==> src/rtl/csr_access_arbiter.sv <==
// Arbitrates the single CSR request/response port between the executor (e)
// and the debug port (d). One outstanding transaction; debug wins unless a streak limit is hit.
module csr_access_arbiter #(
  parameter int ARCH       = 64,
  parameter int REQTYPE_W  = 3,
  parameter int DBG_STREAK = 4
) (
  input  logic                 i_clk,
  input  logic                 i_nrst,
  // executor
  input  logic                 i_e_req_valid,
  output logic                 o_e_req_ready,
  input  logic [REQTYPE_W-1:0] i_e_req_type,
  input  logic [11:0]          i_e_req_addr,
  input  logic [ARCH-1:0]      i_e_req_data,
  output logic                 o_e_resp_valid,
  input  logic                 i_e_resp_ready,
  // debug port
  input  logic                 i_d_req_valid,
  output logic                 o_d_req_ready,
  input  logic [REQTYPE_W-1:0] i_d_req_type,
  input  logic [11:0]          i_d_req_addr,
  input  logic [ARCH-1:0]      i_d_req_data,
  output logic                 o_d_resp_valid,
  input  logic                 i_d_resp_ready,
  // CSR module
  output logic                 o_req_valid,
  input  logic                 i_req_ready,
  output logic [REQTYPE_W-1:0] o_req_type,
  output logic [11:0]          o_req_addr,
  output logic [ARCH-1:0]      o_req_data,
  input  logic                 i_resp_valid,
  output logic                 o_resp_ready,
  input  logic [ARCH-1:0]      i_resp_data,
  input  logic                 i_resp_exception,
  output logic [ARCH-1:0]      o_resp_data,
  output logic                 o_resp_exception,
  output logic                 o_stray_resp
);

  typedef enum logic {S_IDLE, S_WAIT} state_t;
  typedef enum logic [1:0] {OWN_NONE, OWN_E, OWN_D} owner_t;

  localparam logic [3:0] STREAK_MAX = 4'(DBG_STREAK);

  state_t     state, state_nxt;
  owner_t     owner, owner_nxt, sel;
  logic [3:0] streak, streak_nxt;
  logic       stray, stray_nxt;
  logic       resp_ready;

  // Debug yields only when the executor is waiting and debug has used up its streak.
  always_comb begin
    sel = OWN_NONE;
    if (i_d_req_valid && !(i_e_req_valid && streak == STREAK_MAX)) sel = OWN_D;
    else if (i_e_req_valid)                                        sel = OWN_E;
  end

  always_comb begin
    resp_ready = 1'b1;
    if (state == S_WAIT) begin
      case (owner)
        OWN_E:   resp_ready = i_e_resp_ready;
        OWN_D:   resp_ready = i_d_resp_ready;
        default: resp_ready = 1'b1;
      endcase
    end
  end

  // State register
  // NOTE: sequential state uses non-blocking assignments so every flop samples pre-edge values.
  always_ff @(posedge i_clk or negedge i_nrst) begin
    if (!i_nrst) begin
      state  <= S_IDLE;
      owner  <= OWN_NONE;
      streak <= '0;
      stray  <= 1'b0;
    end else begin
      state  <= state_nxt;
      owner  <= owner_nxt;
      streak <= streak_nxt;
      stray  <= stray_nxt;
    end
  end

  // Next-state logic
  // NOTE: every variable gets a default at the top of the block so no latch is inferred.
  always_comb begin
    state_nxt  = state;
    owner_nxt  = owner;
    streak_nxt = streak;
    stray_nxt  = 1'b0;
    case (state)
      S_IDLE: begin
        stray_nxt = i_resp_valid;
        if (sel != OWN_NONE && i_req_ready) begin
          state_nxt = S_WAIT;
          owner_nxt = sel;
          if (sel == OWN_D && i_e_req_valid)
            streak_nxt = (streak == STREAK_MAX) ? streak : streak + 4'd1;
          else
            streak_nxt = '0;
        end
      end
      S_WAIT: begin
        if (i_resp_valid && resp_ready) begin
          state_nxt = S_IDLE;
          owner_nxt = OWN_NONE;
        end
      end
      default: begin
        state_nxt = S_IDLE;
        owner_nxt = OWN_NONE;
      end
    endcase
  end

  // Output logic
  always_comb begin
    o_req_valid    = 1'b0;
    o_e_req_ready  = 1'b0;
    o_d_req_ready  = 1'b0;
    o_req_type     = '0;
    o_req_addr     = '0;
    o_req_data     = '0;
    o_e_resp_valid = 1'b0;
    o_d_resp_valid = 1'b0;
    if (state == S_IDLE) begin
      o_req_valid   = (sel != OWN_NONE);
      o_e_req_ready = (sel == OWN_E) && i_req_ready;
      o_d_req_ready = (sel == OWN_D) && i_req_ready;
      case (sel)
        OWN_E: begin
          o_req_type = i_e_req_type;
          o_req_addr = i_e_req_addr;
          o_req_data = i_e_req_data;
        end
        OWN_D: begin
          o_req_type = i_d_req_type;
          o_req_addr = i_d_req_addr;
          o_req_data = i_d_req_data;
        end
        default: ;
      endcase
    end else begin
      o_e_resp_valid = (owner == OWN_E) && i_resp_valid;
      o_d_resp_valid = (owner == OWN_D) && i_resp_valid;
    end
  end

  assign o_resp_ready     = resp_ready;
  assign o_resp_data      = i_resp_data;
  assign o_resp_exception = i_resp_exception;
  assign o_stray_resp     = stray;

endmodule

==> config.mk <==
export PLATFORM = sky130hd
export DESIGN_NAME = csr_access_arbiter
export DESIGN_NICKNAME = d
export VERILOG_FILES = /design/src/rtl/csr_access_arbiter.sv
export SDC_FILE = /design/constraint.sdc
export NUM_CORES = 1
export LEC_CHECK = 0
export BUFFER_PORTS_ARGS = -buffer_cell sky130_fd_sc_hd__buf_2
export CAP_MARGIN = 20
export CORE_AREA = 5 5 144 146
export CTS_CLUSTER_SIZE = 40
export DETAILED_ROUTE_END_ITERATION = 10
export DIE_AREA = 0 0 149 151
export HOLD_SLACK_MARGIN = 0.02
export SLEW_MARGIN = 20
export SYNTH_ARGS = -nofsm -noshare
export SYNTH_HDL_FRONTEND = slang
export SYNTH_SLANG_ARGS = --single-unit
==> constraint.sdc <==
create_clock -name i_clk -period 2.2 [get_ports i_clk]
set_input_delay 0.44 -clock i_clk [delete_from_list [all_inputs] [get_ports i_clk]]
set_output_delay 0.44 -clock i_clk [all_outputs]
set_load 0.02 [all_outputs]
Word level (Yosys, flattened, before mapping)
Cells that the tools add are included.
{"block": "classes", "add_sub_neg": 1, "mux": 24, "reduce_logical": 13, "n_bitwise": 1, "n_eq_ne": 8}
{"cell": "case mux 64 bit (2 select lines)", "n": 1}
{"cell": "2-to-1 mux 64 bit", "n": 1}
{"cell": "case mux 12 bit (2 select lines)", "n": 1}
{"cell": "2-to-1 mux 12 bit", "n": 1}
{"cell": "2-to-1 mux 1 bit", "n": 10}
{"cell": "logical AND 1 bit", "n": 9}
{"cell": "2-to-1 mux 4 bit", "n": 2}
{"cell": "2-to-1 mux 2 bit", "n": 3}
{"cell": "case mux 3 bit (2 select lines)", "n": 1}
{"cell": "adder 4 x 1 -> 4 bit, second input constant", "n": 1}
{"cell": "equality test 2 x 1 -> 1 bit, second input constant", "n": 2}
{"cell": "equality test 2 bit, second input constant", "n": 2}
{"cell": "equality test 4 x 3 -> 1 bit, second input constant", "n": 1}
{"cell": "inequality test 2 bit, second input constant", "n": 2}
{"cell": "case mux 1 bit (2 select lines)", "n": 2}
{"cell": "case mux 2 bit (2 select lines)", "n": 1}
{"cell": "2-to-1 mux 3 bit", "n": 1}
{"cell": "AND reduction 3 bit", "n": 1}
{"cell": "inequality test 2 x 1 -> 1 bit, second input constant", "n": 1}
{"cell": "AND reduction 2 bit", "n": 1}
{"cell": "nonzero test 2 bit", "n": 1}
{"cell": "zero test 1 bit", "n": 1}
{"cell": "inverter 1 bit", "n": 1}
{"block": "word_totals", "inputBits": 231, "ff_bits": 8}

Depth between registers and ports, before layout
{"block": "depth", "depth_word": 9, "ltp_mapped": 9}

Worst setup path before layout
No wires, ideal clock.
{"block": "synth_timing", "path_type": "register to output", "startpoint": "register streak[0]", "endpoint": "output o_req_addr[0]", "arrival_ns": 1.779, "setup_slack_ns": -0.019, "required_time_ns": 1.760, "path_stages_with_launch": 9, "path_buffers": 3, "cell_sequence": "dfrtp_1 inv_1 ha_1 nand4b_1 buf_2 and2_4 buf_6 clkbuf_1 o21ai_0"}
{"block": "synth_via", "elab_chain_cells": 8, "elab_cells_between_ends": 9, "classes_between": "eq/ne: 3; mux: 3; reduce/logical: 3"}
{"item": "from (decl)", "line_no": "48", "rtl": "logic [3:0] streak, streak_nxt;"}
{"item": "from (signal assigned)", "line_no": "81", "rtl": "streak <= streak_nxt;"}
{"item": "equality test 4 x 3 -> 1 bit *", "line_no": "55", "rtl": "if (i_d_req_valid && !(i_e_req_valid && streak == STREAK_MAX)) sel = OWN_D;"}
{"item": "logical AND 1 bit *", "line_no": "55"}
{"item": "zero test 1 bit *", "line_no": "55"}
{"item": "logical AND 1 bit *", "line_no": "55"}
{"item": "2-to-1 mux 2 bit *", "line_no": "55"}
{"item": "equality test 2 bit / equality test 2 x 1 -> 1 bit (equally long branches)", "line_no": "132", "rtl": "case (sel)"}
{"item": "case mux 12 bit (2 select lines) *", "line_no": "132"}
{"item": "2-to-1 mux 12 bit *", "line_no": "128", "rtl": "if (state == S_IDLE) begin"}
{"item": "to (decl)", "line_no": "30", "rtl": "output logic [11:0] o_req_addr,"}
Every way passes the cells marked *; elsewhere a longest branch is shown, timed or not.

Worst setup path in the final report
{"block": "layout_timing", "startpoint": "register streak[1]", "endpoint": "output o_req_data[21]"}
{"block": "layout_via", "elab_chain_cells": 8, "elab_cells_between_ends": 9, "classes_between": "eq/ne: 3; mux: 3; reduce/logical: 3"}
{"item": "equality test 4 x 3 -> 1 bit *", "line_no": "55"}
{"item": "logical AND 1 bit *", "line_no": "55"}
{"item": "zero test 1 bit *", "line_no": "55"}
{"item": "logical AND 1 bit *", "line_no": "55"}
{"item": "2-to-1 mux 2 bit *", "line_no": "55"}
{"item": "equality test 2 bit / equality test 2 x 1 -> 1 bit (equally long branches)", "line_no": "132"}
{"item": "case mux 64 bit (2 select lines) *", "line_no": "132"}
{"item": "2-to-1 mux 64 bit *", "line_no": "128"}
{"item": "to (decl)", "line_no": "31", "rtl": "output logic [ARCH-1:0] o_req_data,"}
Marked as above.

==> results.md <==
* Outcome: complete, but fails checks
* Failing checks: setup timing
* Flop pwr share at 6.8%
* Post-Syn Area per Cell at 6.15 µm²
* Fmax at 437 MHz
* Seq/Total Area, Yosys at 7.84%
* CP most frequent cell: buf_6
* Fin crit period at 2290 ps
* Share of layout cells above drive strength 1 at 60.4%
* Worst relative slew slack at 71.0%
* Chip width at 149 µm
* Placed cell areas at 3690 µm²
* Proportion of power drawn by the clock network at 9.8%
* Largest net degree at the start of global routing at 85
* # IOs at 382
* Yosys reg bits at 8
* Buffers on Ports at 251
* Worst-path clk slew at 40 ps
* Number of diodes at 0
* Hold Slack at 52.3 ps
* Yosys cell types at 29
* Antenna violations before repair at 0
* Initial DRC Count at 189
* Sw Share at 51.1%
* Final WS setup at -87.2 ps
* Final nets at 830
* Layout fillers at 2141
* Hold buffer count at cts at 0
* Post-Syn Nets at 650
* Clock Latency Late Sink at 230 ps
* Number of nets with antenna violations after routing at 0
* CTS tree: done
* Post-route DRC at 0
* Site Rows at 51
* Util after Layout at 24.4%
* Peak fanout along the critical path at 11
* Area delta synth->final at 83.8%
* Congestion Overflow GR at 0
* # H-tree levels at 1
* RSZ-0062 raised after global routing: yes
* Vias in the first global route at 3764
* CTS sink count at 8
* Most frequent cells in the layout: 175 x buf_2, 81 x nand3_1, 81 x nand4_1, 52 x buf_6, 48 x buf_4
* Post-route cell area at 4690 µm²
* Crit path launch type: flop
* Die Ht at 151 µm
* Core area at 19300 µm²
* Fin. Hold Viols at 0
* P_int at 0.00154 W
* Clock tree buffer depth at 2
* Worst vdd ir at 0.404 mV
* Pleak at 2.13 nW
* Comb power frac at 83.4%
* Hold Path Class: input port to async pin
* Syn. warnings at 0
* Switching pwr at 0.00161 W
* Max_cap viols at 0
* CTS buffer count at 3
* Crit. End Element: output port
* Final HPWL from detailed placement at 11200 µm
* Final setup fails at 67
* Wire length per cell at 20.6 µm
* Vias at 4045
* Pwr dens at 671 nW/µm²
* Gr usage total at 12.3%
* Sum Neg Setup Slack at -2190 ps
* Initial core utilization at 13.3%
* Critical Setup Path Class: flop to output port
* Post-Syn Area at 2550 µm²
* Clk_skew at 1.39 ps
* WP data required at 1760 ps
* First drt pass iteration count at 4
* Max-slew violations at 0
* Worst Path Arrival at 1850 ps
* Vias per std cell at 4.71
* Most common cell after layout, fill and taps aside: buf_2
* First-pass GRT wire length at 21600 µm
* Max incr delay on CP at 380 ps
* Worst-margin pin slew at 435 ps
* CTS Root Cell: clkbuf_16
* Period Utilization, post-route at 104%
* Worst path slowest cell: dfrtp_1
* Critical-path cell list: inv_1, ha_2, nand4b_1, buf_6, and2_4, clkbuf_16, o21ai_4, buf_6
* Post-Route WL at 17700 µm
* RePlAce Congestion at 0.850
* Post-Syn Instances at 415
* Die ar. at 22500 µm²
==> metrics by stage <==
step	instances	setup slack [ps]	power [W]
global route	858	-166	0.00335
global placement	836	-20.8	0.00222
detailed placement	836	-31.7	0.00224
finish	858	-87.2	0.00315
floorplan	415	-18.7	0.00161
CTS	846	-64.0	0.00273
==> cell usage after synthesis, drive strengths merged <==
cell / instances / area (µm²)
o21ai: 85 / 463
nand3: 81 / 405
nand4: 81 / 507
buf: 76 / 559
clkbuf: 43 / 161
dfrtp: 8 / 200
inv: 6 / 22.5
ha: 4 / 50.1
nand2: 4 / 15.0
nor2: 4 / 15.0
o22ai: 4 / 25.0
and2: 3 / 21.3
nor2b: 3 / 18.8
and3: 2 / 12.5
nand2b: 2 / 12.5
a21boi: 1 / 7.51
a21oi: 1 / 5.00
a22oi: 1 / 7.51
a311oi: 1 / 8.76
clkinv: 1 / 3.75
nand3b: 1 / 7.51
nand4b: 1 / 8.76
o311ai: 1 / 8.76
o31ai: 1 / 7.51
==> power groups by stage <==
stage          Combinational, W  Sequential (W)  Clock [W]
4_1_cts                 0.00220        0.000216   0.000310
6_report                0.00263        0.000215   0.000308
3_5_place_dp            0.00203        0.000217          0
3_3_place_gp            0.00201        0.000216          0
2_1_floorplan           0.00138        0.000227          0
5_1_grt                 0.00281        0.000221   0.000318
==> metal layers <==
| layer | wire [µm] | part of all wire, % | vias up | track usage, % |
|---|---|---|---|---|
| li1 | - | - | 1856 | - |
| met1 | 6280 | 35 | 1902 | 13.2 |
| met5 | 0 | 0 | - | 0 |
| met3 | 1730 | 9.8 | 36 | 3.89 |
| met2 | 9260 | 52 | 251 | 22.7 |
| met4 | 439 | 2.5 | 0 | 4.67 |
==> final timing paths <==
kind                                           to                  start  slack [ps]  depth (start not counted)
setup / recovery                   o_req_data[21]  streak[1]$_DFFE_PN0P_         -90                          8
min in group i_clk         o_stray_resp$_DFF_PN0_           i_resp_valid         510                          2
hold reg to reg             streak[0]$_DFFE_PN0P_  streak[0]$_DFFE_PN0P_         580                          2
setup reg to reg             owner[1]$_DFFE_PN0P_  streak[1]$_DFFE_PN0P_         760                          7
max in group asynchronous  o_stray_resp$_DFF_PN0_                 i_nrst        1970                          1
hold / removal              streak[0]$_DFFE_PN0P_                 i_nrst          50                          1
==> what timing repair did <==
item	4_1_cts	5_1_grt
setup endpoints to repair	78	80
pin swaps	3	25
gates cloned	3	10
resized for setup	91	175
buffers inserted	4	2
endpoints found under the hold margin	0	0
==> state kept, by name, indices dropped and copies added, names as in the netlist <==
name / cells
streak: 4
owner: 2
o_stray_resp: 1
state: 1
==> cells by family after synthesis <==
kind of cell	share of synthesized area, %
AOI/OAI and AO/OA	20.9
adders and majority gates	1.96
and+or+nand+nor	40.1
DFF	7.84
buffers and inverters	29.3
==> critical path, delay by kind of cell, from the launching register on <==
family / cells / cell delay (ps)
flip-flops: 1 / 380
adder cells (fa/ha/maj): 1 / 160
AND/OR/NAND/NOR: 2 / 330
AO/OA/AOI/OAI: 1 / 170
buffers and inverters: 4 / 560
==> final cells by class <==
| class | count | area [µm²] | area share [%] |
|---|---|---|---|
| timing repair buffer | 290 | 2140 | 45.7 |
| multi-input combinational | 285 | 1910 | 40.8 |
| tap | 265 | 332 | 7.06 |
| sequential | 8 | 200 | 4.26 |
| clock buffer | 3 | 75.1 | 1.60 |
| inverter | 7 | 28.8 | 0.613 |
Power figures use the tool's default switching activity.
